File: src/rtl/enc_pwm_mixer_if.sv
// Signal bundle between an encoder/PWM mixer and whatever drives its knobs and consumes its outputs.
// The master side owns the raw encoder lines and fade control; the slave side returns PWM, levels and busy.
interface enc_pwm_mixer_if #(
    parameter int CHANNELS = 3,
    parameter int WIDTH    = 8
);
    logic [CHANNELS-1:0]       enc_a;
    logic [CHANNELS-1:0]       enc_b;
    logic                      fade_en;
    logic [CHANNELS-1:0]       pwm_out;
    logic [CHANNELS*WIDTH-1:0] level_out;
    logic                      busy;

    modport master (
        output enc_a, enc_b, fade_en,
        input  pwm_out, level_out, busy
    );

    modport slave (
        input  enc_a, enc_b, fade_en,
        output pwm_out, level_out, busy
    );
endinterface

File: src/rtl/enc_pwm_mixer.sv
// N-channel quadrature-encoder to PWM mixer: per-channel debounce, detent decode, optional
// rate-limited fade, and a shared free-running PWM counter with wrap-aligned duty updates.
module enc_pwm_mixer #(
    parameter int CHANNELS = 3,
    parameter int WIDTH    = 8,
    parameter int HIST_LEN = 8,
    parameter int FADE_DIV = 256,
    parameter int SATURATE = 1
) (
    input logic             clk,
    input logic             reset,
    enc_pwm_mixer_if.slave  bus
);
    localparam int               PS_W    = $clog2(FADE_DIV);
    localparam logic [PS_W-1:0]  PS_LAST = PS_W'(FADE_DIV - 1);
    localparam logic [PS_W-1:0]  PS_ONE  = PS_W'(1);
    localparam logic [WIDTH-1:0] LVL_MAX = '1;
    localparam logic [WIDTH-1:0] LVL_ONE = WIDTH'(1);

    logic [HIST_LEN-1:0] r_histA [CHANNELS];
    logic [HIST_LEN-1:0] r_histB [CHANNELS];
    logic [CHANNELS-1:0] r_dbA;
    logic [CHANNELS-1:0] r_dbB;
    logic [CHANNELS-1:0] r_prevA;

    logic [WIDTH-1:0]    r_target  [CHANNELS];
    logic [WIDTH-1:0]    r_current [CHANNELS];
    logic [WIDTH-1:0]    r_applied [CHANNELS];
    logic [WIDTH-1:0]    r_pwmCount;
    logic [PS_W-1:0]     r_prescale;
    logic [CHANNELS-1:0] r_pwm;
    logic                r_busy;

    logic [WIDTH-1:0]    w_nextTarget  [CHANNELS];
    logic [WIDTH-1:0]    w_nextCurrent [CHANNELS];
    logic                w_tick;
    logic                w_wrap;
    logic                w_anyDiff;

    assign w_tick = (r_prescale == PS_LAST);
    assign w_wrap = (r_pwmCount == LVL_MAX);

    // A debounced output only flips once the whole history agrees, so short glitches never reach decode.
    always_ff @(posedge clk) begin
        if (!reset) begin
            for (int i = 0; i < CHANNELS; i++) begin
                r_histA[i] <= '0;
                r_histB[i] <= '0;
            end
            r_dbA   <= '0;
            r_dbB   <= '0;
            r_prevA <= '0;
        end else begin
            for (int i = 0; i < CHANNELS; i++) begin
                r_histA[i] <= {r_histA[i][HIST_LEN-2:0], bus.enc_a[i]};
                r_histB[i] <= {r_histB[i][HIST_LEN-2:0], bus.enc_b[i]};
                if (&r_histA[i]) begin
                    r_dbA[i] <= 1'b1;
                end else if (~|r_histA[i]) begin
                    r_dbA[i] <= 1'b0;
                end
                if (&r_histB[i]) begin
                    r_dbB[i] <= 1'b1;
                end else if (~|r_histB[i]) begin
                    r_dbB[i] <= 1'b0;
                end
            end
            r_prevA <= r_dbA;
        end
    end

    always_comb begin
        for (int i = 0; i < CHANNELS; i++) begin
            w_nextTarget[i]  = r_target[i];
            w_nextCurrent[i] = r_current[i];
            if (r_dbA[i] && !r_prevA[i]) begin
                if (!r_dbB[i]) begin
                    if (SATURATE == 0 || r_target[i] != LVL_MAX) begin
                        w_nextTarget[i] = r_target[i] + LVL_ONE;
                    end
                end else begin
                    if (SATURATE == 0 || r_target[i] != '0) begin
                        w_nextTarget[i] = r_target[i] - LVL_ONE;
                    end
                end
            end
            // Fading steps toward the target as it stood before this edge's decode.
            if (!bus.fade_en) begin
                w_nextCurrent[i] = r_target[i];
            end else if (w_tick) begin
                if (r_current[i] < r_target[i]) begin
                    w_nextCurrent[i] = r_current[i] + LVL_ONE;
                end else if (r_current[i] > r_target[i]) begin
                    w_nextCurrent[i] = r_current[i] - LVL_ONE;
                end
            end
        end
    end

    always_comb begin
        w_anyDiff = 1'b0;
        for (int i = 0; i < CHANNELS; i++) begin
            if (r_current[i] != r_target[i]) begin
                w_anyDiff = 1'b1;
            end
        end
    end

    always_ff @(posedge clk) begin
        if (!reset) begin
            for (int i = 0; i < CHANNELS; i++) begin
                r_target[i]  <= '0;
                r_current[i] <= '0;
            end
            r_prescale <= '0;
            r_busy     <= 1'b0;
        end else begin
            for (int i = 0; i < CHANNELS; i++) begin
                r_target[i]  <= w_nextTarget[i];
                r_current[i] <= w_nextCurrent[i];
            end
            r_prescale <= w_tick ? '0 : r_prescale + PS_ONE;
            r_busy     <= w_anyDiff;
        end
    end

    // Duty changes are latched only at the counter wrap so no PWM period is ever truncated.
    always_ff @(posedge clk) begin
        if (!reset) begin
            for (int i = 0; i < CHANNELS; i++) begin
                r_applied[i] <= '0;
            end
            r_pwmCount <= '0;
            r_pwm      <= '0;
        end else begin
            for (int i = 0; i < CHANNELS; i++) begin
                if (w_wrap) begin
                    r_applied[i] <= r_current[i];
                end
                r_pwm[i] <= (r_pwmCount < r_applied[i]);
            end
            r_pwmCount <= r_pwmCount + LVL_ONE;
        end
    end

    assign bus.pwm_out = r_pwm;
    assign bus.busy    = r_busy;

    for (genvar g = 0; g < CHANNELS; g++) begin : g_level
        assign bus.level_out[g*WIDTH +: WIDTH] = r_applied[g];
    end
endmodule

File: src/flat_wrapper.sv
// flat-port wrapper written by rule: the top's interface ports become plain ports
module enc_pwm_mixer_flat 
#(
    parameter int CHANNELS = 3,
    parameter int WIDTH    = 8,
    parameter int HIST_LEN = 8,
    parameter int FADE_DIV = 256,
    parameter int SATURATE = 1
)
  (clk, reset, bus_enc_a, bus_enc_b, bus_fade_en, bus_pwm_out, bus_level_out, bus_busy);
  enc_pwm_mixer_if #(.CHANNELS(CHANNELS), .WIDTH(WIDTH)) bus_i ();
  input logic clk;
  input logic reset;
  input wire logic [$bits(bus_i.enc_a)-1:0] bus_enc_a;
  input wire logic [$bits(bus_i.enc_b)-1:0] bus_enc_b;
  input wire logic [$bits(bus_i.fade_en)-1:0] bus_fade_en;
  output wire logic [$bits(bus_i.pwm_out)-1:0] bus_pwm_out;
  output wire logic [$bits(bus_i.level_out)-1:0] bus_level_out;
  output wire logic [$bits(bus_i.busy)-1:0] bus_busy;
  assign bus_i.enc_a = bus_enc_a;
  assign bus_i.enc_b = bus_enc_b;
  assign bus_i.fade_en = bus_fade_en;
  assign bus_pwm_out = bus_i.pwm_out;
  assign bus_level_out = bus_i.level_out;
  assign bus_busy = bus_i.busy;
  enc_pwm_mixer #(.CHANNELS(CHANNELS), .WIDTH(WIDTH), .HIST_LEN(HIST_LEN), .FADE_DIV(FADE_DIV), .SATURATE(SATURATE)) u_core (.clk(clk), .reset(reset), .bus(bus_i));
endmodule
File: config.mk
export PLATFORM = sky130hd
export DESIGN_NAME = enc_pwm_mixer_flat
export DESIGN_NICKNAME = d
export VERILOG_FILES = /design/src/rtl/enc_pwm_mixer_if.sv /design/src/rtl/enc_pwm_mixer.sv /design/src/flat_wrapper.sv
export SDC_FILE = /design/constraint.sdc
export NUM_CORES = 1
export LEC_CHECK = 0
export CORE_MARGIN = 5
export CORE_UTILIZATION = 61
export CTS_CLUSTER_SIZE = 25
export DETAILED_ROUTE_END_ITERATION = 6
export MAX_ROUTING_LAYER = met4
export PLACE_DENSITY = 0.8
export SLEW_MARGIN = 20
export SYNTH_ARGS = -nofsm -noshare
export SYNTH_HDL_FRONTEND = slang
export SYNTH_SLANG_ARGS = --single-unit
File: constraint.sdc
create_clock -name clk -period 3.8 [get_ports clk]
set_clock_uncertainty 0.15 [all_clocks]
set_input_delay 0.76 -clock clk [delete_from_list [all_inputs] [get_ports clk]]
set_output_delay 0.76 -clock clk [all_outputs]
set_load 0.03 [all_outputs]
==> results of run 1 <==
[worst min-delay path by stage]
stage,from,end,cells after the start
after CTS,u_core.r_histA[0][5],u_core.r_dbA[0],2
after detailed placement,u_core.r_histA[0][21],u_core.r_dbA[2],2
after global routing,u_core.r_histA[0][5],u_core.r_dbA[0],2
after global placement,u_core.r_histA[0][13],u_core.r_dbA[1],2
final,u_core.r_histA[0][5],u_core.r_dbA[0],2
after floorplan,u_core.r_histA[0][5],u_core.r_dbA[0],2
[layout by cell type, fill, tap and decap left out, types with 5 or more instances in the layout]
master and n:
sky130_fd_sc_hd__a211oi_1 12, sky130_fd_sc_hd__a21o_1 17, sky130_fd_sc_hd__a21oi_1 61, sky130_fd_sc_hd__a31oi_1 9, sky130_fd_sc_hd__and2_1 69, sky130_fd_sc_hd__and3_1 5, sky130_fd_sc_hd__buf_4 6, sky130_fd_sc_hd__clkbuf_16 20
sky130_fd_sc_hd__clkdlybuf4s50_1 35, sky130_fd_sc_hd__dfxtp_1 125, sky130_fd_sc_hd__edfxtp_1 24, sky130_fd_sc_hd__fa_1 6, sky130_fd_sc_hd__ha_1 86, sky130_fd_sc_hd__inv_1 73, sky130_fd_sc_hd__mux2i_1 22, sky130_fd_sc_hd__nand2_1 33
sky130_fd_sc_hd__nand2b_1 9, sky130_fd_sc_hd__nand3_1 27, sky130_fd_sc_hd__nand4_1 15, sky130_fd_sc_hd__nor2_1 71, sky130_fd_sc_hd__nor2b_1 6, sky130_fd_sc_hd__nor3_1 13, sky130_fd_sc_hd__nor4_1 11, sky130_fd_sc_hd__o211ai_1 6
sky130_fd_sc_hd__o21a_1 6, sky130_fd_sc_hd__o21ai_0 44, sky130_fd_sc_hd__o21bai_1 5, sky130_fd_sc_hd__or3_1 7, sky130_fd_sc_hd__xnor2_1 26, sky130_fd_sc_hd__xor2_1 14
[registers in the layout, summed over array words and instances, names as in the netlist, 8 cells and up]
register,flops
u_core.r_histB,24
u_core.r_current,24
u_core.r_prescale,8
u_core.r_histA,24
u_core.r_target,24
u_core.r_applied,24
u_core.r_pwmCount,8
[kinds of logic (layout without fill, tap and decap cells)]
group,Yosys count,in the layout,synth area share
AOI/OAI and AO/OA,196,196,0.1545
xor gates and xnor gates,41,41,0.04523
adders and majority gates,92,92,0.1451
buffers and inverters,98,147,0.04720
DFF,149,149,0.3910
muxes,24,24,0.02944
and+or+nand+nor,288,288,0.1876
[critical path, delay by kind of cell (launching register included)]
family / cells / cell delay (ns)
flip-flops: 1 / 0.38
AND/OR/NAND/NOR: 2 / 0.28
buffers and inverters: 1 / 0.08
adder cells (fa/ha/maj): 2 / 0.68
multiplexers: 1 / 0.10
AO/OA/AOI/OAI: 6 / 1.68
[area by class of cell]
class                           instances  area share
Multi-Input combinational cell        641      0.4927
Sequential cell                       149      0.3429
Clock buffer                           24     0.05803
Timing Repair Buffer                   42     0.04259
Inverter                               73     0.02915
Tap cell                              176     0.02343
Clock inverter                          8     0.01118
[where the power goes]
part           leakage [nW]  internal [mW]  switching [mW]
clock                 0.311           1.14           0.651
sequential             1.26           1.64          0.0435
combinational          2.27          0.251           0.295
[layer usage]
metal,wire [um],global-route usage
met1,7665,0.2798
met2,7242,0.3296
met3,612,0.03895
met4,311,0.07886
met5,0,-
[stage by stage]
stage          hold slack [ns]  instances  total power, mW
6_report                0.3050       1113            4.026
5_1_grt                 0.3135       1113            4.191
4_1_cts                 0.3054       1113            4.051
3_5_place_dp            0.2881       1081            2.257
3_3_place_gp            0.2811       1081            2.251
2_1_floorplan           0.2670        888            2.139
==> results.toml, run 1 <==
[outcome]
run_status = "finished, final reports clean"

[sta]
finalHoldViolations = 0
fmaxAchievable_mhz = 289.9
final.min_clock_period_ns = 3.449
final.setup.worst_slack_ns = 0.3509
share_of_the_clock_period_used_by_the_worst_path_after_layout = 0.9077
grt_setup_unrepaired = "false"
maxSlewHeadroom = 0.3257
report.final.slew_viol_count = 0
fin_setup_tns_ns = 0
finalSetupViolations = 0
tightestPinTransition_ns = 1.008

[layout]
drive_gt1_frac = 0.06617
finalInstanceArea_um2 = 9400
nNetsFinal = 1025
utilization = 0.7098
seq_area_um2 = 3223
area_used_by_multi_input_combinational_logic_um2 = 4632
diodes = 0
area_growth_from_synthesis_to_final_layout_pct = 14.02
layout.filler_cells = 1017

[clock_network]
cts.reportedPaths.clkPinSlew_ns = 0.06
tritoncts = "done"
clk-insertion-delay-late_ns = 0.42
cts_post_setup_buffers_inserted = 0
max-clock-path-buffers = 2
cts_root_buf = "sky130_fd_sc_hd__clkbuf_16"
clock-sinks = 149
post_cts.resized_instances = 0
cts_max_level = 4
cts_hold_buf = 0
cts_made_buffers = 17

[critical_path]
startpoint_type = "flip-flop"
most_frequent_cell_on_the_critical_path = "sky130_fd_sc_hd__ha_1"
critPathLaunch = "u_core.r_target[0][3]"
critical-path-slowest-cell = "sky130_fd_sc_hd__o211ai_1"
worst_r2r_startpoint = "u_core.r_target[0][3]"
reg2reg_end = "u_core.r_current[0][5]"
worst-endpoint-required_ns = 3.99
worst-setup-path-type = "flip-flop to flip-flop"
critPathMaxFanout = 9
r2r_setup_slk_ns = 0.35
worstRegToRegCells = 12
worst_ep_arrival_ns = 3.64
crit_path_cell_trace = "inv_1 -> ha_1 -> and3_1 -> a221oi_2 -> o211ai_1 -> ha_1 -> a211oi_1 -> nor2_1 -> o31ai_1 -> a21boi_0 -> mux2i_1 -> a21oi_1"
critPathMaxStageDelay_ns = 0.68
setup.worst_path.end = "u_core.r_current[0][5]"
cp-end-kind = "flip-flop"

[floorplan]
die_extent_in_y_um = 126.3
boundaryPins = 37
floorplan.core_area_um2 = 13240
initial_standard_cell_utilization_of_the_core = 0.6225
fp.dieW_um = 126.3
die-area_um2 = 15940
floorplan.rows = 42

[flow_run]
max-cap-violations = 0

[detailed_routing]
route.vias.total = 6246
route.final.wire_length_um = 15830
first_pass_iters = 5
wl_per_cell_um = 14.22
antenna_left = 0
dr_drc_count = 0
route.detailed.vias_per_inst = 5.612
drt_iter0_markers = 316

[yosys]
synth_edf_count = 24
synth_commonest_cells = "125 x sky130_fd_sc_hd__dfxtp_1, 86 x sky130_fd_sc_hd__ha_1, 73 x sky130_fd_sc_hd__inv_1, 71 x sky130_fd_sc_hd__nor2_1, 69 x sky130_fd_sc_hd__and2_1"
synth_sequential_area_ratio = 0.3910
synth_cell_type_count = 67
syn-mean-instance-area_um2 = 9.284
cell_with_the_most_instances_after_synthesis = "sky130_fd_sc_hd__dfxtp_1"
synth.top_cell.area_share = 0.3035
asyncSetResetFlopFracSynth = 0
ys.warnings.count = 0
synth-seq-cells = 149
top_cell_type_by_total_area_after_synthesis = "sky130_fd_sc_hd__dfxtp_1"
synth_fp_nets = 989
synth_top_cells_by_area = "sky130_fd_sc_hd__dfxtp_1 30%, sky130_fd_sc_hd__ha_1 13%, sky130_fd_sc_hd__edfxtp_1 8.7%, sky130_fd_sc_hd__and2_1 5.2%, sky130_fd_sc_hd__a21oi_1 3.7%"
syn-cell-area_um2 = 8244
post_synthesis_instance_total = 888
dominant_register_cell_in_the_synthesized_netlist = "sky130_fd_sc_hd__dfxtp_1"

[global_routing]
grt_antenna_before_repair = 0
grt_pass1_wl_um = 27450
grt.total_usage = 0.2128
grt.overflow.total = 0
vias_in_the_first_global_route = 5841
grt_max_degree = 81

[placement]
dpl_worst_slack_ns = 0.3919
portBuffers = 36
detailed_place.area_um2 = 8750
routabilityCongestion = 0.8507
detailed_place_hpwl_um = 11010

[pwr]
worst_ir_drop_vdd_v = 0.0003770
power.leakage_nw = 3.842
pwr_density_cell_nw_per_um2 = 428.3

[hold_path]
worstHoldPathType = "flip-flop to flip-flop"
Power figures use the tool's default switching activity.
==> run 2, diff against run 1 <==
==> constraint.sdc (replaced) <==
create_clock -name clk -period 3.8 [get_ports clk]
set_clock_uncertainty 0.15 [all_clocks]
set_input_delay 0.57 -clock clk [delete_from_list [all_inputs] [get_ports clk]]
set_output_delay 0.57 -clock clk [all_outputs]
set_load 0.03 [all_outputs]
==> run 2 against run 1 <==
Cell count stayed put. Design area increased by 0.11%. Die area stayed put. First-iteration DRC count up 20%. Hold slack got worse by 0.0020 ns. Sequential power hardly changed. Via count fell by 0.78%. Critical path depth unchanged. Clock power up 2%. Utilization rose by 0.076 points. Critical endpoint is now u_core.r_current[0][13]. Largest power group unchanged.
==> results.toml, run 2 (synthesis results as in run 1) <==
[outcome]
run_status = "finished, final reports clean"

[critical_path]
worst-endpoint-required_ns = 4.00
crit_path_cell_trace = "inv_1 -> ha_1 -> and3_1 -> a221oi_2 -> o211ai_1 -> ha_1 -> a211oi_1 -> nor2_1 -> o31ai_1 -> a21boi_0 -> mux2i_1 -> a21oi_1"
critical-path-slowest-cell = "sky130_fd_sc_hd__ha_1"
critPathMaxFanout = 9
startpoint_type = "flip-flop"
worst_ep_arrival_ns = 3.65
cp-end-kind = "flip-flop"
worst-setup-path-type = "flip-flop to flip-flop"
critPathMaxStageDelay_ns = 0.45
most_frequent_cell_on_the_critical_path = "sky130_fd_sc_hd__ha_1"

[pwr]
overall_power_mw = 4.067
pwr_density_cell_nw_per_um2 = 432.2
power.leakage_nw = 3.859
worst_ir_drop_vdd_v = 0.0002875

[clock_network]
max-clock-path-buffers = 2
clock-sinks = 149
cts_max_level = 4
cts_hold_buf = 0
post_cts.resized_instances = 0
cts.reportedPaths.clkPinSlew_ns = 0.06
clk-insertion-delay-late_ns = 0.42
cts_root_buf = "sky130_fd_sc_hd__clkbuf_16"
tritoncts = "done"
cts_post_setup_buffers_inserted = 0
cts_made_buffers = 17

[detailed_routing]
route.detailed.vias_per_inst = 5.568
dr_drc_count = 0
wl_per_cell_um = 14.17
antenna_left = 0
route.vias.total = 6197
route.final.wire_length_um = 15780
first_pass_iters = 7
drt_iter0_markers = 378

[global_routing]
grt.overflow.total = 0
vias_in_the_first_global_route = 6086
grt_antenna_before_repair = 0
grt.total_usage = 0.2114
grt_max_degree = 82
grt_pass1_wl_um = 27470

[sta]
whs_ns = 0.3030
final.min_clock_period_ns = 3.452
finalHoldViolations = 0
tightestPinTransition_ns = 0.9569
fmaxAchievable_mhz = 289.7
maxSlewHeadroom = 0.3597
fin_setup_tns_ns = 0
share_of_the_clock_period_used_by_the_worst_path_after_layout = 0.9084
finalSetupViolations = 0
report.final.slew_viol_count = 0
grt_setup_unrepaired = "false"

[flow_run]
max-cap-violations = 0

[floorplan]
initial_standard_cell_utilization_of_the_core = 0.6225
die-area_um2 = 15940
boundaryPins = 37
fp.dieW_um = 126.3
die_extent_in_y_um = 126.3
floorplan.rows = 42
floorplan.core_area_um2 = 13240

[placement]
detailed_place_hpwl_um = 11260
portBuffers = 36
routabilityCongestion = 0.8530

[layout]
nNetsFinal = 1025
area_growth_from_synthesis_to_final_layout_pct = 14.14
most_frequent_standard_cell_in_the_layout_excluding_fill_and_tap_cells = "sky130_fd_sc_hd__dfxtp_1"
drive_gt1_frac = 0.06617
diodes = 0
layout.cells.most_common_list = "125 x sky130_fd_sc_hd__dfxtp_1, 86 x sky130_fd_sc_hd__ha_1, 73 x sky130_fd_sc_hd__inv_1"

[hold_path]
worstHoldPathType = "flip-flop to flip-flop"
==> run 2: cell count changes in the layout (fill, tap and decap cells not counted), sizes merged <==
cell	delta
clkinv	+4
clkbuf	-3
clkinvlp	-3
bufinv	+2
==> run 2: per-layer routing <==
metal | routed length, um | GRT usage
met3 | 664 | 0.04149
met2 | 7345 | 0.3427
met5 | 0 | -
met4 | 369 | 0.08139
met1 | 7395 | 0.2617
==> run 2: through the flow <==
| step | instance area, um2 | worst slack [ns] | cells | utilization |
|---|---|---|---|---|
| finish | 9410 | 0.3482 | 1113 | 0.7106 |
| floorplan | 8244 | 0.7758 | 888 | - |
| CTS | 9410 | 0.3737 | 1113 | 0.7106 |
| global placement | 8750 | 0.5005 | 1081 | 0.6607 |
| global route | 9410 | 0.08322 | 1113 | 0.7106 |
| detailed placement | 8750 | 0.4185 | 1081 | 0.6607 |
==> run 2: critical path, delay by kind of cell (launching register included) <==
family,cells,cell delay (ns)
fa+ha+maj,2,0.73
mux,1,0.09
flops,1,0.42
buf+inv,1,0.11
simple gates,2,0.30
compound gates,6,1.58
==> run 2: cell type report <==
class / count / area [um2]
Sequential cell: 149 / 3223
Timing Repair Buffer: 42 / 400.4
Multi-Input combinational cell: 641 / 4632
Fill cell: 1037 / 3832
Inverter: 73 / 274.0
Clock buffer: 21 / 493.0
Clock inverter: 11 / 167.7
Tap cell: 176 / 220.2
==> run 2: final timing paths <==
kind | startpoint | to | slack, ns | depth (start not counted)
setup reg to reg | u_core.r_target[0][9] | u_core.r_current[0][13] | 0.35 | 12
setup / recovery | u_core.r_target[0][9] | u_core.r_current[0][13] | 0.35 | 12
hold / removal | u_core.r_histA[0][5] | u_core.r_dbA[0] | 0.30 | 2
hold reg to reg | u_core.r_histA[0][5] | u_core.r_dbA[0] | 0.30 | 2
==> run 2: report_power, final <==
part	leakage (nW)	internal, mW	switching (mW)
Sequential	1.26	1.64	0.0415
Clock	0.328	1.20	0.635
Combinational	2.27	0.253	0.296
Total	3.86	3.09	0.973
==> run 3, diff against run 2 <==
Settings changed: CORE_MARGIN 5 to 2.
==> run 3 against run 2 <==
Combinational power grew 3%. Register-to-register slack lost 0.11 ns. First-iteration DRC count shrank 7.9%. Hold slack lost 0.020 ns. Cell count is essentially flat. Setup slack lost 0.11 ns. Routed wire length grew 3.0%. Critical path type unchanged. Critical endpoint is now u_core.r_current[0][23].
==> results.toml, run 3 (synthesis results as in run 1) <==
[placement]
dpl_worst_slack_ns = 0.4180
post-place-cells = 1080
portBuffers = 36
detailed_place_hpwl_um = 11300
routabilityCongestion = 0.8851
detailed_place.area_um2 = 8742

[floorplan]
floorplan.core_area_um2 = 13240
die-area_um2 = 14460
fp.dieW_um = 120.3
initial_standard_cell_utilization_of_the_core = 0.6225
boundaryPins = 37
floorplan.rows = 42
die_extent_in_y_um = 120.3

[clock_network]
cts_made_buffers = 17
cts_post_setup_buffers_inserted = 0
clk-insertion-delay-late_ns = 0.43
max-clock-path-buffers = 2
cts_hold_buf = 0
cts_root_buf = "sky130_fd_sc_hd__clkbuf_16"
cts.reportedPaths.clkPinSlew_ns = 0.06
cts_max_level = 4
post_cts.resized_instances = 0
tritoncts = "done"
clock-sinks = 149

[pwr]
overall_power_mw = 4.011
power.leakage_nw = 3.827
pwr_density_cell_nw_per_um2 = 427.8
worst_ir_drop_vdd_v = 0.0002926

[layout]
area_growth_from_synthesis_to_final_layout_pct = 13.72
finalInstanceArea_um2 = 9375
layout.filler_cells = 1045
diodes = 0
utilization = 0.7080
drive_gt1_frac = 0.06517
most_frequent_standard_cell_in_the_layout_excluding_fill_and_tap_cells = "sky130_fd_sc_hd__dfxtp_1"
layout.cells.most_common_list = "125 x sky130_fd_sc_hd__dfxtp_1, 86 x sky130_fd_sc_hd__ha_1, 73 x sky130_fd_sc_hd__inv_1"
nNetsFinal = 1024
post_layout_nonfiller_instances = 1112

[outcome]
run_status = "finished, final reports clean"

[sta]
fmaxAchievable_mhz = 280.7
maxSlewHeadroom = 0.3077
finalHoldViolations = 0
report.final.slew_viol_count = 0
share_of_the_clock_period_used_by_the_worst_path_after_layout = 0.9374
final.min_clock_period_ns = 3.562
fin_setup_tns_ns = 0
grt_setup_unrepaired = "false"
final.setup.worst_slack_ns = 0.2378
finalSetupViolations = 0
tightestPinTransition_ns = 1.035
whs_ns = 0.2830

[critical_path]
cp-end-kind = "flip-flop"
critPathMaxStageDelay_ns = 0.41
critPathMaxFanout = 8
worst-setup-path-type = "flip-flop to flip-flop"
worst-endpoint-required_ns = 4.01
critical-path-slowest-cell = "sky130_fd_sc_hd__dfxtp_1"
startpoint_type = "flip-flop"
crit_path_cell_trace = "inv_1 -> ha_1 -> a21oi_1 -> a31oi_1 -> nor2_1 -> inv_1 -> ha_1 -> a211oi_2 -> o21ai_1 -> a31oi_1 -> xnor3_1 -> mux2_2 -> a21oi_1"
worst_ep_arrival_ns = 3.77

[detailed_routing]
wl_met1_um = 7814
route.final.wire_length_um = 16240
drt_iter0_markers = 348
route.detailed.vias_per_inst = 5.625
first_pass_iters = 5
top_layer = "met4"
routed-wl-met2_um = 7553
wl_per_cell_um = 14.61
dr_drc_count = 0
met3WireLength_um = 568
route.vias.total = 6255
antenna_left = 0

[flow_run]
max-cap-violations = 0

[global_routing]
grt_pass1_wl_um = 27460
grt_antenna_before_repair = 0
grt.total_usage = 0.2430
grt.overflow.total = 0
vias_in_the_first_global_route = 5917
grt_max_degree = 81

[hold_path]
worstHoldPathType = "input port to flip-flop"
[run 3: worst paths after layout]
check	endpoint	cells after the start	slack, ns	startpoint
setup / recovery	u_core.r_current[0][23]	13	0.24	u_core.r_target[0][19]
hold / removal	u_core.r_pwmCount[1]	2	0.28	reset
setup reg to reg	u_core.r_current[0][23]	13	0.24	u_core.r_target[0][19]
hold reg to reg	u_core.r_dbA[2]	2	0.30	u_core.r_histA[0][21]
[run 3: worst max-delay path: cells and delay by family (launching register included)]
family                   cells  cell delay (ns)
AO/OA/AOI/OAI                6             1.21
adder cells (fa/ha/maj)      2             0.70
buffers and inverters        2             0.29
multiplexers                 1             0.26
flip-flops                   1             0.41
AND/OR/NAND/NOR              1             0.22
XOR/XNOR                     1             0.25
[run 3: layout make-up]
class	instances	area (um2)	share of cell area
Multi-Input combinational cell	641	4637	0.4946
Sequential cell	149	3223	0.3438
Clock buffer	20	479.2	0.05111
Timing Repair Buffer	41	392.9	0.04191
Inverter	73	274.0	0.02923
Tap cell	176	220.2	0.02349
Clock inverter	12	148.9	0.01588
[run 3: routing by layer]
layer  GRT usage  vias to the layer above
met3     0.04906                       26
met5           -                        -
met2      0.3864                      122
met4     0.09084                        0
met1      0.3088                     2890
li1            -                     3217
[run 3: report_power, final]
part           switching [mW]  internal [mW]
logic                   0.312          0.257
clock network           0.648           1.11
registers              0.0436           1.64
total                    1.00           3.01
